`config.mk`:
```
export PLATFORM = sky130hd
export DESIGN_NAME = dummy_issuer
export DESIGN_NICKNAME = d
export VERILOG_FILES = /design/src/rtl/dummy_issuer.sv
export SDC_FILE = /design/constraint.sdc
export NUM_CORES = 1
export LEC_CHECK = 0
export ABC_AREA = 0
export BUFFER_PORTS_ARGS = -buffer_cell sky130_fd_sc_hd__buf_4
export CORE_ASPECT_RATIO = 1.2
export CORE_MARGIN = 5
export CORE_UTILIZATION = 40
export CTS_BUF_LIST = sky130_fd_sc_hd__clkbuf_4
export DETAILED_ROUTE_END_ITERATION = 7
export HOLD_SLACK_MARGIN = 0.1
export PLACE_DENSITY = 0.92
export SETUP_SLACK_MARGIN = 0.1
export SYNTH_ARGS = -nofsm -noshare
export SYNTH_HDL_FRONTEND = slang
export SYNTH_SLANG_ARGS = --single-unit
export TNS_END_PERCENT = 1
```
`constraint.sdc`:
```
create_clock -name clk_i -period 2.75 [get_ports clk_i]
set_input_delay 0.1375 -clock clk_i [delete_from_list [all_inputs] [get_ports clk_i]]
set_output_delay 0.1375 -clock clk_i [all_outputs]
set_load 0.05 [all_outputs]
```
`src/rtl/dummy_issuer.sv`:
```
// dummy_issuer: core-side issue/response controller for the dummy coprocessor.
// Forwards tagged requests with their mode, returns results in order with their
// original tag, and enforces the coprocessor's mode rules (pipelined ops up to
// MAX_OUTST in flight, a single iterative op, full drain before a mode change).
// Optional feature: define DUMMY_ISSUER_RSP_REG_EN to add a one-entry registered
// response stage between the coprocessor and the core.
`timescale 1ns/1ps

package dummy_pkg;
    typedef enum logic {MODE_PIPE = 1'b0, MODE_ITER = 1'b1} coproc_ctl_t;
endpackage

module dummy_issuer
    import dummy_pkg::*;
#(
    parameter  int DATA_W    = 32,
    parameter  int TAG_W     = 4,
    parameter  int MAX_OUTST = 4,
    localparam int CNT_W     = $clog2(MAX_OUTST + 1),
    localparam int PTR_W     = $clog2(MAX_OUTST)
) (
    input  logic              clk_i,
    input  logic              rst_i,
    input  logic              flush_i,
    input  logic              req_valid_i,
    output logic              req_ready_o,
    input  coproc_ctl_t       req_mode_i,
    input  logic [DATA_W-1:0] req_op_i,
    input  logic [TAG_W-1:0]  req_tag_i,
    output logic              rsp_valid_o,
    input  logic              rsp_ready_i,
    output logic [DATA_W-1:0] rsp_data_o,
    output logic [TAG_W-1:0]  rsp_tag_o,
    output logic              cp_valid_o,
    input  logic              cp_ready_i,
    output coproc_ctl_t       cp_ctl_o,
    output logic [DATA_W-1:0] cp_op_o,
    input  logic              cp_valid_i,
    output logic              cp_ready_o,
    input  logic [DATA_W-1:0] cp_res_i,
    output logic              cp_flush_o,
    output logic              busy_o,
    output logic [CNT_W-1:0]  outst_cnt_o
);

    typedef enum logic [1:0] {S_IDLE, S_BUSY, S_DRAIN} state_t;

    state_t            state_q, state_d;
    coproc_ctl_t       mode_q, mode_d;
    logic [CNT_W-1:0]  cnt_q, cnt_d;
    logic [TAG_W-1:0]  tag_mem [MAX_OUTST];
    logic [PTR_W-1:0]  wr_ptr_q, rd_ptr_q;

    logic              can_issue, issue, retire, cnt_nz, live, slot_free;
    logic              bypass, push, pop, cp_ready_int;
    logic              rsp_valid_int, busy_int;
    logic [DATA_W-1:0] rsp_data_int;
    logic [TAG_W-1:0]  rsp_tag_int, ret_tag;

    // Issue permission from the mode rules; flush blocks issue so the core never
    // sees a request accepted in the same cycle that in-flight state is dropped.
    always_comb begin
        can_issue = 1'b0;
        unique case (state_q)
            S_IDLE:  can_issue = 1'b1;
            S_BUSY:  if (req_mode_i == mode_q)
                         can_issue = (mode_q == MODE_PIPE) ? (cnt_q < CNT_W'(MAX_OUTST)) : !cnt_nz;
            default: can_issue = 1'b0;
        endcase
        if (flush_i) can_issue = 1'b0;
    end

    assign cnt_nz = (cnt_q != '0);
    assign issue  = req_valid_i & cp_ready_i & can_issue;
    // Only accept results for ops actually in flight (or issuing right now).
    assign live   = cnt_nz | issue;

`ifdef DUMMY_ISSUER_RSP_REG_EN
    logic              rsp_valid_q;
    logic [DATA_W-1:0] rsp_data_q;
    logic [TAG_W-1:0]  rsp_tag_q;

    assign slot_free = ~rsp_valid_q | rsp_ready_i;

    // One-entry response stage; a new capture overwrites a slot being consumed.
    always_ff @(posedge clk_i or posedge rst_i) begin
        if (rst_i) begin
            rsp_valid_q <= 1'b0;
            rsp_data_q  <= '0;
            rsp_tag_q   <= '0;
        end else if (flush_i) begin
            rsp_valid_q <= 1'b0;
        end else if (retire) begin
            rsp_valid_q <= 1'b1;
            rsp_data_q  <= cp_res_i;
            rsp_tag_q   <= ret_tag;
        end else if (rsp_ready_i) begin
            rsp_valid_q <= 1'b0;
        end
    end

    assign rsp_valid_int = rsp_valid_q;
    assign rsp_data_int  = rsp_data_q;
    assign rsp_tag_int   = rsp_tag_q;
    assign busy_int      = cnt_nz | rsp_valid_q;
`else
    assign slot_free     = rsp_ready_i;
    assign rsp_valid_int = cp_valid_i & live & ~flush_i;
    assign rsp_data_int  = cp_res_i;
    assign rsp_tag_int   = ret_tag;
    assign busy_int      = cnt_nz;
`endif

    assign cp_ready_int = live & slot_free & ~flush_i;
    assign retire       = cp_valid_i & cp_ready_int;

    // FIFO occupancy always equals cnt_q, so cnt_q == 0 means the FIFO is empty.
    assign bypass  = issue & retire & ~cnt_nz;
    assign push    = issue & ~bypass;
    assign pop     = retire & ~bypass;
    assign ret_tag = cnt_nz ? tag_mem[rd_ptr_q] : req_tag_i;

    // Outstanding count and FSM next state.
    always_comb begin
        cnt_d   = cnt_q;
        state_d = state_q;
        mode_d  = mode_q;
        if (issue && !retire)      cnt_d = cnt_q + CNT_W'(1);
        else if (retire && !issue) cnt_d = cnt_q - CNT_W'(1);
        unique case (state_q)
            S_IDLE: if (issue) begin
                state_d = S_BUSY;
                mode_d  = req_mode_i;
            end
            S_BUSY: begin
                if (cnt_d == '0 && !issue)                      state_d = S_IDLE;
                else if (req_valid_i && req_mode_i != mode_q)   state_d = S_DRAIN;
            end
            S_DRAIN: if (cnt_d == '0) state_d = S_IDLE;
            default: state_d = S_IDLE;
        endcase
    end

    // Control state; flush wins over any same-cycle handshake.
    always_ff @(posedge clk_i or posedge rst_i) begin
        if (rst_i) begin
            state_q  <= S_IDLE;
            mode_q   <= MODE_PIPE;
            cnt_q    <= '0;
            wr_ptr_q <= '0;
            rd_ptr_q <= '0;
        end else if (flush_i) begin
            state_q  <= S_IDLE;
            cnt_q    <= '0;
            wr_ptr_q <= '0;
            rd_ptr_q <= '0;
        end else begin
            state_q  <= state_d;
            mode_q   <= mode_d;
            cnt_q    <= cnt_d;
            if (push) wr_ptr_q <= wr_ptr_q + PTR_W'(1);
            if (pop)  rd_ptr_q <= rd_ptr_q + PTR_W'(1);
        end
    end

    // Tag storage; contents are don't-care while the pointers mark it empty.
    always_ff @(posedge clk_i) begin
        if (push) tag_mem[wr_ptr_q] <= req_tag_i;
    end

    // All outputs held at zero while reset is asserted.
    assign req_ready_o = ~rst_i & cp_ready_i & can_issue;
    assign cp_valid_o  = ~rst_i & req_valid_i & can_issue;
    assign cp_ctl_o    = rst_i ? MODE_PIPE : req_mode_i;
    assign cp_op_o     = rst_i ? '0 : req_op_i;
    assign cp_flush_o  = ~rst_i & flush_i;
    assign cp_ready_o  = ~rst_i & cp_ready_int;
    assign rsp_valid_o = ~rst_i & rsp_valid_int;
    assign rsp_data_o  = rst_i ? '0 : rsp_data_int;
    assign rsp_tag_o   = rst_i ? '0 : rsp_tag_int;
    assign busy_o      = ~rst_i & busy_int;
    assign outst_cnt_o = rst_i ? '0 : cnt_q;

endmodule

```
**After elaboration in Yosys (flattened, before gate mapping)**

Memories as Yosys holds them, arrays and structs flattened.
Index checks and enable logic that the tools add are counted.

- Input port bits: 76
- Output and inout port bits: 78
- Memories kept: 1
- Bits in writable memories: 16
- Register bits: 10
- Logic and storage cells: 81

- Add/sub/neg operators: 4
- Reductions and logical operators: 14
- Muxes and demuxes: 25
- Eq/ne operators: 7
- Magnitude comparators: 1
- Bitwise logic cells: 24

Memory list:

| name | depth | width | read ports | clocked after memory_dff | wr ports | RTL line | RTL |
|---|---|---|---|---|---|---|---|
| tag_mem | 4 | 4 | 1 | 0 | 1 | 51 | `logic [TAG_W-1:0] tag_mem [MAX_OUTST];` |

Operator list:

| cell | count |
|---|---|
| $mux W32 | 2 |
| $and A1 B1 Y1 | 19 |
| $mux W2 | 9 |
| $mux W3 | 4 |
| $mux W4 | 2 |
| $mux W1 | 6 |
| $ne A3 B3 Y1 const B | 2 |
| $pmux W2 S3 | 1 |
| $reduce_and A3 Y1 | 2 |
| $add A2 B1 Y2 const B | 2 |
| $logic_and A1 B1 Y1 | 4 |
| $ne A4 B4 Y1 const B | 1 |
| $not A1 Y1 | 4 |
| $reduce_bool A2 Y1 | 2 |
| $add A3 B1 Y3 const B | 1 |
| $logic_not A1 Y1 | 3 |
| $logic_not A3 Y1 | 1 |
| $lt A3 B3 Y1 const B | 1 |
| $reduce_bool A3 Y1 | 1 |
| $sub A3 B1 Y3 const B | 1 |
| $eq A2 B1 Y1 const B | 1 |
| $eq A2 B2 Y1 const B | 1 |
| $logic_not A2 Y1 | 1 |
| $pmux W1 S2 | 1 |
| other kinds (3) | 3 |

**Depth between registers and ports, before layout**

- Depth after elaboration: 19
- Mapped depth: 8
- Mapped depth without buffers: 7

**Worst setup path before layout**

No wires, ideal clock.

- Kind: register to output
- From: register cnt_q[1]
- To: output port rsp_tag_o[0]
- Required time: 2612 ps
- Arrival: 1847 ps
- Path buffers: 1
- Stages on the path, launching flop included: 7
- Setup slack: 766 ps
- Cell sequence: dfrtp_1 -> inv_1 -> ha_1 -> nor2b_1 -> buf_2 -> nand2_1 -> a21oi_1

- Word-level cells in the longest chain between the ends: 3

Ends and longest elaborated chain:

| what | RTL line | RTL |
|---|---|---|
| from (decl) | 50 | `logic [CNT_W-1:0] cnt_q, cnt_d;` |
| from (signal assigned) | 160 | `cnt_q <= cnt_d;` |
| $reduce_bool A3 Y1 | 73 | `assign cnt_nz = (cnt_q != '0);` |
| $mux W4 | 121 | `assign ret_tag = cnt_nz ? tag_mem[rd_ptr_q] : req_tag_i;` |
| $mux W4 | 180 | `assign rsp_tag_o = rst_i ? '0 : rsp_tag_int;` |
| to (decl) | 33 | `output logic [TAG_W-1:0] rsp_tag_o,` |

Every way passes these cells.

**Worst setup path in the final report**

- From: register cnt_q[1]
- To: output port rsp_tag_o[2]

Same word-level chain as after synthesis.

==> impl_metrics.toml <==
[status]
status = "finished, final reports clean"

[routing]
drt_wl_total_um = 7320
post_drt_via_cell_ratio = 4.97
detail_route.iter0.violations = 67
detailed_router_iteration_count_before_antenna_repair = 4
routed_antenna_nets = 0
vias = 2028
drt_drc_violations_left = 0
routedWlPerCell_um = 17.9

[worst_setup_path]
type_of_the_setup_path_with_the_least_slack = "reg2out"
worst-path-max-fanout = 7
worstSetupEndpointType = "output pin"
critPathArrivalTime_ps = 2340
cp_data_required_time_ps = 2610
critical_path.startpoint_type = "flip-flop"

[synth]
synth-seq-area-share = 0.374
synthFlopType = "edfxtp_1"
number_of_enable_type_register_cells_in_the_synthesized_netlist = 16
synth.cell_area_um2 = 1950
ys_ff_latch = 26
synth_cells = 200
ys.warnings.count = 0
synth.avg_cell_area_um2 = 9.76
asyncSetResetFlopFracSynth = 0.385
synth.distinct_cells = 42
net_count_after_synthesis = 283

[cts]
clock_tree_buffer_depth = 2
tritoncts_clock_tree = "built"
cts_inserted_buffers = 3
root_buffer = "clkbuf_4"
ctsResizeCount = 0
clock_slew_at_the_register_clock_pins_of_the_worst_setup_and_hold_paths_ps = 150
number_of_h_tree_levels = 1
clock_sink_count = 26
clock_insertion_delay_worst_skew_ps = 340

[sta]
unrepaired_setup_endpoints_after_global_routing = "false"
worst_slew_margin_rel = 0.524
max_clock_freq_mhz = 403
final-max-slew-violation-count = 0
hold_viol_final = 0
worst_clock_skew_ps = 2.33
final_period_minus_worst_setup_slack_ps = 2480
tightestPinTransition_ps = 714
setup-tns-final_ps = 0
layout_setup_ws_ps = 268
setup_viol_count_final = 0
finalCritPeriodShare = 0.902

[place]
gpl.final_weighted_congestion = 0.840
numPortBuffers = 153
post-place-ws_ps = 539
place.detailed.hpwl_um = 5840

[pwr]
post-layout-total-power_w = 0.00161
leakage_nw = 1.52
power.ir.vdd_worst_v = 0.000347
power.density_nw_per_um2 = 499

[final_layout]
num-nets-final = 434
fillers = 352
most-common-layout-cells = "153 x buf_4, 68 x nor2b_1, 16 x edfxtp_1"
diodes = 0
flow.area_growth_from_synthesis_pct = 65.0
layout-drive-gt1-share = 0.483
leading_cell_type_in_the_layout_fill_and_taps_excluded = "buf_4"

[hold_path]
worstHoldPathType = "in2async"

[die]
std_cell_rows = 27
start_util = 0.419
die_height_um = 86.5
fp.coreArea_um2 = 4660
io-pin-count = 154
die_w_um = 73.8
dieArea_um2 = 6380

[global_route]
antenna_violations_before_repair = 0
grt_usage = 0.212
grt_max_degree = 78
grt_pass1_wl_um = 10400
first_global_vias = 2031
grt-ovfl-total = 0

[flow_run]
max_cap_violations = 0
## where the power goes
group	leakage (nW)	switching, W	internal, W	total (W)
clock network	0.0279	0.000123	0.000148	0.000271
registers	0.280	0.0000300	0.000436	0.000466
logic	1.21	0.000558	0.000312	0.000870
## metal layers
layer | up-vias | part of all wire | global-route usage
met5 | - | 0 | 0
met4 | 0 | 0.016 | 0.0824
met3 | 11 | 0.10 | 0.0487
met2 | 107 | 0.55 | 0.404
met1 | 945 | 0.33 | 0.218
li1 | 965 | - | -
## path summary, 6_finish.rpt
check / start / endpoint / slack [ps] / depth (start not counted)
worst min register to register: wr_ptr_q[1] / wr_ptr_q[1] / 630 / 2
max in group asynchronous: rst_i / rd_ptr_q[0] / 2350 / 2
min in group clk_i: req_valid_i / state_q[0] / 160 / 3
worst max register to register: cnt_q[1] / cnt_q[1] / 500 / 6
worst min-delay path: rst_i / wr_ptr_q[1] / 100 / 2
worst max-delay path: cnt_q[1] / rsp_tag_o[2] / 270 / 6
## Yosys cell counts, types with 2 or more instances
| cell | n | area (µm²) |
|---|---|---|
| nor2b_1 | 68 | 425 |
| and3b_1 | 2 | 17.5 |
| a21oi_1 | 5 | 25.0 |
| mux4_2 | 4 | 90.1 |
| edfxtp_1 | 16 | 480 |
| and2_1 | 8 | 50.1 |
| xnor2_1 | 2 | 17.5 |
| nand2_1 | 13 | 48.8 |
| mux2_2 | 2 | 22.5 |
| mux2i_1 | 3 | 30.0 |
| nor2_1 | 15 | 56.3 |
| clkbuf_1 | 9 | 33.8 |
| a211oi_1 | 2 | 15.0 |
| nor3_1 | 2 | 10.0 |
| buf_6 | 2 | 22.5 |
| dfrtp_1 | 10 | 250 |
| ha_1 | 7 | 87.6 |
| inv_1 | 6 | 22.5 |
## repair_timing
item                                    CTS  global route
buffers inserted                          0             0
hold endpoints to repair                 25             0
endpoints found under the setup margin    0             0
hold buffers                              6             0
## metrics by stage
stage / area [µm²] / instances / hold slack [ps] / util
3_5_place_dp: 3110 / 398 / 366 / 0.667
5_1_grt: 3220 / 408 / 155 / 0.691
6_report: 3220 / 408 / 104 / 0.691
4_1_cts: 3220 / 408 / 109 / 0.691
3_3_place_gp: 3110 / 398 / 367 / 0.667
2_1_floorplan: 1950 / 200 / 236 / -
## critical path: stages, from the launching register on
cell and delay, ps:
dfrtp_1 440, inv_1 180, ha_1 290, nor2b_1 510, nand2_1 120, a21oi_1 210, buf_4 240
## state kept, by name, indices dropped and copies added, names as in the netlist
| signal | cells |
|---|---|
| rd_ptr_q | 2 |
| state_q | 2 |
| cnt_q | 3 |
| mode_q | 1 |
| tag_mem | 16 |
| wr_ptr_q | 2 |
## cell families (layout without fill, tap and decap cells)
kind of cell | Yosys count | in the layout | share of synthesized area
adder cells (fa/ha/maj) | 8 | 8 | 0.0506
multiplexers | 9 | 9 | 0.0731
AND/OR/NAND/NOR | 117 | 117 | 0.346
AO/OA/AOI/OAI | 16 | 16 | 0.0776
flip-flops | 26 | 26 | 0.374
buffers and inverters | 19 | 169 | 0.0449
XOR/XNOR | 5 | 5 | 0.0333
## area by class of cell
cell class	instances	area [µm²]	share of cell area
Clock buffer	3	22.5	0.00699
Clock inverter	1	30.0	0.00932
Multi-Input combinational cell	155	1130	0.352
Timing Repair Buffer	159	1210	0.375
Sequential cell	26	731	0.227
Inverter	6	22.5	0.00699
Tap cell	58	72.6	0.0225
Power figures use the tool's default switching activity.
